==> src/rtl/seg_digit_receiver_pkg.sv <==
// Shared constants for the seven-segment digit path: segment patterns,
// receiver FSM encoding and error codes.
package seg_digit_receiver_pkg;

  // Segment bit order is {g,f,e,d,c,b,a}, 1 = lit.
  localparam logic [6:0] SEG_0 = 7'b0111111;
  localparam logic [6:0] SEG_1 = 7'b0000110;
  localparam logic [6:0] SEG_2 = 7'b1011011;
  localparam logic [6:0] SEG_3 = 7'b1001111;
  localparam logic [6:0] SEG_4 = 7'b1100110;
  localparam logic [6:0] SEG_5 = 7'b1101101;
  localparam logic [6:0] SEG_6 = 7'b1111101;
  localparam logic [6:0] SEG_7 = 7'b0000111;
  localparam logic [6:0] SEG_8 = 7'b1111111;
  localparam logic [6:0] SEG_9 = 7'b1101111;

  typedef logic [1:0] state_t;

  localparam state_t ST_TENS    = 2'd0;
  localparam state_t ST_ONES    = 2'd1;
  localparam state_t ST_CONVERT = 2'd2;
  localparam state_t ST_HOLD    = 2'd3;

  localparam logic [1:0] ERR_NONE    = 2'b00;
  localparam logic [1:0] ERR_ILLEGAL = 2'b01;
  localparam logic [1:0] ERR_RANGE   = 2'b10;

  // tens*10 + ones as shift-and-add; 99 is the largest value and fits 7 bits.
  function automatic logic [6:0] bcd_pair_value(input logic [3:0] tens,
                                                input logic [3:0] ones);
    return {tens, 3'b000} + {2'b00, tens, 1'b0} + {3'b000, ones};
  endfunction

endpackage

==> src/rtl/seg_digit_receiver_seg7.sv <==
// Combinational seven-segment pattern to BCD decoder with an illegal-pattern flag.
module seg7_to_bcd
  import seg_digit_receiver_pkg::*;
(
  input  logic [6:0] seg_i,
  output logic [3:0] bcd_o,
  output logic       illegal_o
);

  always_comb begin
    bcd_o     = 4'd0;
    illegal_o = 1'b0;
    case (seg_i)
      SEG_0:   bcd_o = 4'd0;
      SEG_1:   bcd_o = 4'd1;
      SEG_2:   bcd_o = 4'd2;
      SEG_3:   bcd_o = 4'd3;
      SEG_4:   bcd_o = 4'd4;
      SEG_5:   bcd_o = 4'd5;
      SEG_6:   bcd_o = 4'd6;
      SEG_7:   bcd_o = 4'd7;
      SEG_8:   bcd_o = 4'd8;
      SEG_9:   bcd_o = 4'd9;
      default: illegal_o = 1'b1;
    endcase
  end

endmodule

==> src/rtl/seg_digit_receiver.sv <==
// Receives two seven-segment digits (tens, ones) and emits their binary value
// when it is 0..31, otherwise flags an error.
//
// state   | meaning
// TENS    | waiting for the tens digit
// ONES    | tens stored, waiting for the ones digit
// CONVERT | both digits stored, range-checking the combined value
// HOLD    | result presented on bin_out until bin_ready
module seg_digit_receiver
  import seg_digit_receiver_pkg::*;
(
  input  logic       clk,
  input  logic       rst,
  input  logic [6:0] seg_in,
  input  logic       seg_valid,
  output logic       seg_ready,
  input  logic       abort,
  output logic [4:0] bin_out,
  output logic       bin_valid,
  input  logic       bin_ready,
  output logic       err,
  output logic [1:0] err_code
);

  state_t     state_q, state_d;
  logic [3:0] tens_q, tens_d;
  logic [3:0] ones_q, ones_d;
  logic [4:0] bin_q, bin_d;
  logic       err_q, err_d;
  logic [1:0] err_code_q, err_code_d;

  logic [3:0] digit_bcd;
  logic       digit_illegal;
  logic       handshake;
  logic [6:0] value;

  seg7_to_bcd u_seg7_to_bcd (
    .seg_i     (seg_in),
    .bcd_o     (digit_bcd),
    .illegal_o (digit_illegal)
  );

  assign seg_ready = (state_q == ST_TENS) || (state_q == ST_ONES);
  assign handshake = seg_valid && seg_ready;
  assign value     = bcd_pair_value(tens_q, ones_q);

  always_comb begin
    state_d    = state_q;
    tens_d     = tens_q;
    ones_d     = ones_q;
    bin_d      = bin_q;
    err_d      = 1'b0;
    err_code_d = err_code_q;

    // abort wins over any handshake, conversion outcome or bin_ready
    if (abort) begin
      state_d = ST_TENS;
      tens_d  = 4'd0;
      ones_d  = 4'd0;
      bin_d   = 5'd0;
    end else begin
      case (state_q)
        ST_TENS: begin
          if (handshake) begin
            if (digit_illegal) begin
              err_d      = 1'b1;
              err_code_d = ERR_ILLEGAL;
              tens_d     = 4'd0;
            end else begin
              tens_d  = digit_bcd;
              state_d = ST_ONES;
            end
          end
        end
        ST_ONES: begin
          if (handshake) begin
            if (digit_illegal) begin
              err_d      = 1'b1;
              err_code_d = ERR_ILLEGAL;
              tens_d     = 4'd0;
              state_d    = ST_TENS;
            end else begin
              ones_d  = digit_bcd;
              state_d = ST_CONVERT;
            end
          end
        end
        ST_CONVERT: begin
          tens_d = 4'd0;
          ones_d = 4'd0;
          if (value <= 7'd31) begin
            bin_d   = value[4:0];
            state_d = ST_HOLD;
          end else begin
            err_d      = 1'b1;
            err_code_d = ERR_RANGE;
            state_d    = ST_TENS;
          end
        end
        ST_HOLD: begin
          if (bin_ready) state_d = ST_TENS;
        end
        default: state_d = ST_TENS;
      endcase
    end
  end

  always_ff @(posedge clk or posedge rst) begin
    if (rst) begin
      state_q    <= ST_TENS;
      tens_q     <= 4'd0;
      ones_q     <= 4'd0;
      bin_q      <= 5'd0;
      err_q      <= 1'b0;
      err_code_q <= ERR_NONE;
    end else begin
      state_q    <= state_d;
      tens_q     <= tens_d;
      ones_q     <= ones_d;
      bin_q      <= bin_d;
      err_q      <= err_d;
      err_code_q <= err_code_d;
    end
  end

  assign bin_out   = bin_q;
  assign bin_valid = (state_q == ST_HOLD);
  assign err       = err_q;
  assign err_code  = err_code_q;

endmodule
==> config.mk <==
export PLATFORM = sky130hd
export DESIGN_NAME = seg_digit_receiver
export DESIGN_NICKNAME = d
export VERILOG_FILES = /design/src/rtl/seg_digit_receiver_pkg.sv /design/src/rtl/seg_digit_receiver_seg7.sv /design/src/rtl/seg_digit_receiver.sv
export SDC_FILE = /design/constraint.sdc
export NUM_CORES = 1
export LEC_CHECK = 0
export CAP_MARGIN = 25
export CELL_PAD_IN_SITES_DETAIL_PLACEMENT = 1
export CELL_PAD_IN_SITES_GLOBAL_PLACEMENT = 1
export CORE_MARGIN = 3
export CORE_UTILIZATION = 36
export DETAILED_ROUTE_END_ITERATION = 10
export GPL_ROUTABILITY_DRIVEN = 0
export PLACE_DENSITY_LB_ADDON = 0.1
export SLEW_MARGIN = 15
export SYNTH_ARGS = -nofsm -noshare
export SYNTH_HDL_FRONTEND = slang
export SYNTH_SLANG_ARGS = --single-unit
export TNS_END_PERCENT = 30
==> constraint.sdc <==
create_clock -name clk -period 2.7 [get_ports clk]
set_input_delay 0.81 -clock clk [delete_from_list [all_inputs] [get_ports clk]]
set_output_delay 0.81 -clock clk [all_outputs]
set_load 0.02 [all_outputs]
==> metrics.yaml, run 1 <==
cp.required_ps: 2850
hp-class: "reg2reg"
final_common_cell: "buf_4"
pwr-share-seq_pct: 43.7
grt_max_degree: 19
synth-seq-cells: 18
period_needed_ps: 2570
final_cell_mix: "buf_4 (20), dfrtp_1 (18), nand2_1 (16), clkdlybuf4s50_1 (14), a21oi_1 (12)"
netSwitchingFraction_pct: 27.3
cts.htree.levels: 1
syn_area_um2: 1340
fin_nets: 216
endpoint_kind: "flop"
chipWidth_um: 67.0
leakagePower_uw: 0.000845
tightest_slew_ps: 685
synth_edf_count: 0
dieArea_um2: 4490
grt_first_pass_wirelength_um: 6650
power_density_nw_per_um2: 346
setup_violations: 0
cts_tree: "built"
remaining_drc_errors: 0
clock-skew-final_ps: 2.29
power.share.clock_pct: 34.8
clk_pin_slew_worst_paths_ps: 70
fin_area_um2: 1880
synthTopCellsByArea: "dfrtp_1 (34%), ha_1 (10%), a21oi_1 (5.2%)"
start_kind: "input port"
comb_power_share_pct: 21.5
area_delta_synth_final_pct: 39.9
final_hold_viol_count: 0
fp-row-count: 21
drv_cap: 0
grt.overflow.total: 0
postSynth.asyncResetShare_pct: 100
clk_path_buf_depth: 2
drive_gt1_share_pct: 21.6
dieHeight_um: 67.0
p_int_uw: 471
routedWlPerCell_um: 16.3
num_vias: 1308
grt_use_total_pct: 19.6
slew_violations: 0
synth.avg_cell_area_um2: 9.00
antenna_found_initial: 0
core_um2: 3470
via_per_inst: 5.54
critical_path_class: "in2reg"
synthSimpleGateAreaFrac_pct: 22.9
drt_iter0_drc: 28
synth_compound_area_share_pct: 22.8
dr.pass1.iters: 4
synth_xor_area_share_pct: 1.96
numCtsBuffers: 3
wl_um: 3850
status: "completed"
first_global_vias: 1384
p_sw_uw: 177
slew_headroom_pct: 54.3
worstPathArrival_ps: 2720
syn-num-nets: 174
synth_cells: 149
cp_max_fo: 6
detail-route-antenna-nets: 0
crit_path_cell_trace: "clkdlybuf4s50_1, buf_4, nand2_1, o22ai_1, nor3_4, a31oi_1, or3_1, o22a_1"
synth_fa_ha_area_share_pct: 13.2
dpl.hpwl_um: 2990
ys.flop_type: "dfrtp_1"
synthMuxAreaShare_pct: 0.746
cts-root-buf: "clkbuf_8"
io_pins: 22
max_freq_mhz: 389
finish.utilization_pct: 54.1
yosysSeqAreaShare_pct: 33.6
placedInstanceArea_um2: 1750
antennaDiodeCount: 0
cts.sinks: 18
synth_cell_type_count: 45
cp_slowest_cell: "clkdlybuf4s50_1"
post_cts_buffers: 0
setup_tns_ps: 0
clock_latency_ps: 260
synth_warnings: 0
critPathMaxStageDelay_ps: 450
initial_utilization_pct: 38.7
fin_crit_sh_pct: 95.2
yosysTopAreaCellShare_pct: 33.6
peakVddDrop_mv: 0.230
port_buffers: 21
synth_top_family_by_area: "simple AND/OR/NAND/NOR gates"
yosys.area.top_type: "dfrtp_1"
-- power groups by stage --
| stage | Combinational (uW) | Clock, uW | Sequential [uW] |
|---|---|---|---|
| after floorplan | 60.4 | 0 | 296 |
| after global placement | 131 | 0 | 288 |
| after detailed placement | 136 | 0 | 288 |
| after CTS | 139 | 232 | 283 |
| after global routing | 154 | 246 | 284 |
| final | 140 | 226 | 283 |
-- layer usage --
layer,share of wire [%],global-route usage (%)
met1,46,27.0
met3,3.3,2.02
met5,0,0
met4,1.5,7.59
met2,49,31.0
-- cell usage after synthesis (2+ instances only) --
| cell | n |
|---|---|
| xnor2_1 | 2 |
| clkbuf_1 | 3 |
| nor3_1 | 3 |
| nor2_1 | 10 |
| a22o_1 | 3 |
| or3_1 | 2 |
| a211oi_1 | 2 |
| buf_2 | 3 |
| ha_1 | 11 |
| dfrtp_1 | 18 |
| fa_1 | 2 |
| or4b_1 | 2 |
| nand4b_1 | 3 |
| o21ai_0 | 7 |
| nand2b_1 | 2 |
| a31oi_1 | 3 |
| inv_1 | 10 |
| nand2_1 | 16 |
| or4_1 | 2 |
| nor2b_1 | 3 |
| o22ai_1 | 4 |
| a21oi_1 | 14 |
| nor4_1 | 2 |
-- registers in the layout, summed over array words and instances (netlist names) --
name	count
ones_q	4
err	1
state_q	2
err_code	2
tens_q	4
bin_out	5
-- cell type report --
class | instances | area [um2]
fillers | 429 | 1590
clock buffers | 4 | 55.1
repair buffers | 43 | 400
well taps | 46 | 57.6
multi-input cells | 115 | 876
inverters | 10 | 37.5
flip-flops and latches | 18 | 450
-- stage by stage --
| step | hold slack, ps | cells | setup WS [ps] | total power, uW |
|---|---|---|---|---|
| after floorplan | 466 | 149 | 45.2 | 356 |
| after global placement | 478 | 232 | -141 | 419 |
| after detailed placement | 512 | 232 | -201 | 424 |
| after CTS | 529 | 236 | 3.30 | 654 |
| after global routing | 552 | 236 | -5.96 | 684 |
| final | 518 | 236 | 128 | 649 |
-- worst max-delay path, delay by kind of cell --
family / cells / cell delay (ps)
AND/OR/NAND/NOR: 3 / 770
buffers and inverters: 2 / 630
AO/OA/AOI/OAI: 3 / 520
-- timing repair --
item                                    4_1_cts  5_1_grt
hold buffers                                  0        0
resized for setup                             7       15
endpoints found under the setup margin        8       15
pin swaps                                     0        6
-- path summary, 6_finish.rpt --
check / startpoint / end / slack, ps / cells past startpoint
max: seg_in[0] / err_code[1] / 130 / 8
min: err_code[1] / err_code[1] / 520 / 1
max reg2reg: tens_q[2] / bin_out[1] / 150 / 11
min reg2reg: err_code[1] / err_code[1] / 520 / 1
max in group asynchronous: rst / bin_out[1] / 1310 / 2
min in group asynchronous: rst / bin_out[3] / 960 / 2
-- cells by family (layout without fill, tap and decap cells) --
kind of cell	count (synthesis)	after routing
AO/OA/AOI/OAI	44	44
buffers and inverters	16	57
multiplexers	1	1
flip-flops	18	18
adder cells (fa/ha/maj)	13	13
AND/OR/NAND/NOR	54	54
XOR/XNOR	3	3
(Power assumes the default switching activity.)
==> run 2, diff against run 1 <==
ABC_CLOCK_PERIOD_IN_PS = 2700   (was unset)
CAP_MARGIN = unset   (was 25)
CORE_MARGIN = 5   (was 3)
==> run 2 against run 1 <==
Final cell count increased by 0.42%; clock skew is 0.63 ps higher; sequential power barely moved.
==> metrics.yaml, run 2 (synthesized netlist as in run 1, its figures left out) <==
io_pins: 22  # unchanged
core_um2: 3630  # +4.8%
final_cell_mix: "buf_4 (21), dfrtp_1 (18), clkdlybuf4s50_1 (18), nand2_1 (16), a21oi_1 (14)"
peakVddDrop_mv: 0.198  # -14%
clk_path_buf_depth: 2  # unchanged
grt.overflow.total: 0  # unchanged
chipWidth_um: 71.0  # +6.0%
setup_violations: 0  # unchanged
status: "completed"
grt_max_degree: 19  # unchanged
slew_violations: 0  # unchanged
power.total_uw: 648  # -0.11%
crit_start: "seg_in[1]"
fin_crit_sh_pct: 96.4  # +1.2 points
wl_um: 3800  # -1.2%
remaining_drc_errors: 0  # unchanged
finish.utilization_pct: 50.4  # -3.7 points
reg2reg_depth: 9  # -2
largest_reg_flops: 5  # unchanged
cts.sinks: 18  # unchanged
area_delta_synth_final_pct: 36.5
final_common_cell: "buf_4"
ff2ff_setup_slack_ps: 150  # about the same
clock-skew-final_ps: 2.92  # +0.628 ps
clk_pin_slew_worst_paths_ps: 70  # about the same
hold_start: "bin_out[1]"
numCtsBuffers: 3  # unchanged
dp_cells: 231  # -0.43%
power_density_nw_per_um2: 354  # +2.4%
num_vias: 1300  # -0.61%
cts_tree: "built"
initial_utilization_pct: 36.9  # -1.8 points
final_hold_viol_count: 0  # unchanged
leakagePower_uw: 0.000796  # -5.8%
detail-route-antenna-nets: 0  # unchanged
rsz0062_at_grt: "true"
dieHeight_um: 71.0  # +6.0%
dpl.hpwl_um: 3070  # +2.7%
via_per_inst: 5.49  # -1.0%
r2r-start: "ones_q[3]"
antennaDiodeCount: 0  # unchanged
critical_path_class: "in2reg"
grt_use_total_pct: 16.0  # -3.6 points
hold_depth: 2  # +1
fin_nets: 215  # -0.46%
setup_slack_ps: 96.8  # -31.5 ps
fillerInstances: 434  # +1.2%
worstPathArrival_ps: 2780  # +60 ps
max_freq_mhz: 384  # -1.2%
port_buffers: 21  # unchanged
fp-row-count: 22  # +4.8%
dr.pass1.iters: 5  # +1
drive_gt1_share_pct: 19.6  # -2.0 points
first_global_vias: 1386  # +0.14%
drt_iter0_drc: 47  # +68%
dieArea_um2: 5050  # +12%
drv_cap: 0  # unchanged
clock_latency_ps: 260  # about the same
fin_cells: 237  # +0.42%
cts.htree.levels: 1  # unchanged
cts-root-buf: "clkbuf_8"
holdBufCountCts: 0  # unchanged
grt_first_pass_wirelength_um: 6560  # -1.4%
period_needed_ps: 2600  # +31.5 ps
start_kind: "input port"
antenna_found_initial: 0  # unchanged
cp_max_fo: 8  # +2
endpoint_kind: "flop"
hp-class: "reg2reg"
cp.required_ps: 2880  # +30 ps
routedWlPerCell_um: 16.0  # -1.6%
dp_slack_ps: -174  # +27.0 ps
slew_headroom_pct: 51.7  # -2.6 points
tightest_slew_ps: 724  # +39.3 ps
-- run 2: cell types whose count changed in the layout (fill, tap and decap cells not counted), moves of 2 or more --
cell | before | now
buf_6 | 2 | 0
clkdlybuf4s50_1 | 14 | 18
a21oi_1 | 12 | 14
dlymetal6s2s_1 | 7 | 3
a21oi_2 | 2 | 0
-- run 2: path summary, 6_finish.rpt --
kind | to
min reg2reg | bin_out[1]
max in group asynchronous | ones_q[0]
max reg2reg | bin_out[3]
min | bin_out[1]
min in group asynchronous | bin_out[4]
max | tens_q[0]
-- run 2: cell type report --
class	count	area (um2)	area share, %
tap	48	60.1	3.28
sequential	18	450	24.6
inverter	10	37.5	2.05
timing repair buffer	42	375	20.5
clock buffer	4	55.1	3.01
multi-input combinational	115	852	46.5
-- run 2: layer usage --
metal	vias up	wire [um]	GRT usage, %
li1	625	-	-
met1	647	1820	22.1
met2	26	1820	26.3
met3	2	140	3.27
met4	0	19	2.30
met5	-	0	0
-- run 2: repair_timing --
action                     CTS  global route
buffers inserted             0             2
pin swaps                    1             3
cloned                       0             0
setup endpoints to repair    8            13
gates resized for setup      4             8
-- run 2: critical path, cell delays in order --
cell             delay [ps]
clkdlybuf4s50_1         490
nor3b_1                 210
and3_1                  230
o21ai_4                 230
a31oi_4                 160
or4b_1                  490
a21oi_1                 160
-- run 2: report_power, final --
part / switching [uW] / total, uW / leakage [uW] / internal [uW]
Clock: 96.8 / 227 / 0.0000288 / 130
Sequential: 5.81 / 284 / 0.000246 / 278
Combinational: 75.5 / 138 / 0.000522 / 62.4
Total: 178 / 648 / 0.000796 / 470
-- run 2: per-stage QoR --
| stage | hold WS [ps] | TNS (ps) | area, um2 |
|---|---|---|---|
| after floorplan | 466 | 0 | 1340 |
| after global placement | 479 | -690 | 1730 |
| after detailed placement | 516 | -1590 | 1730 |
| after CTS | 532 | -66.2 | 1790 |
| after global routing | 548 | -2.50 | 1830 |
| final | 528 | 0 | 1830 |
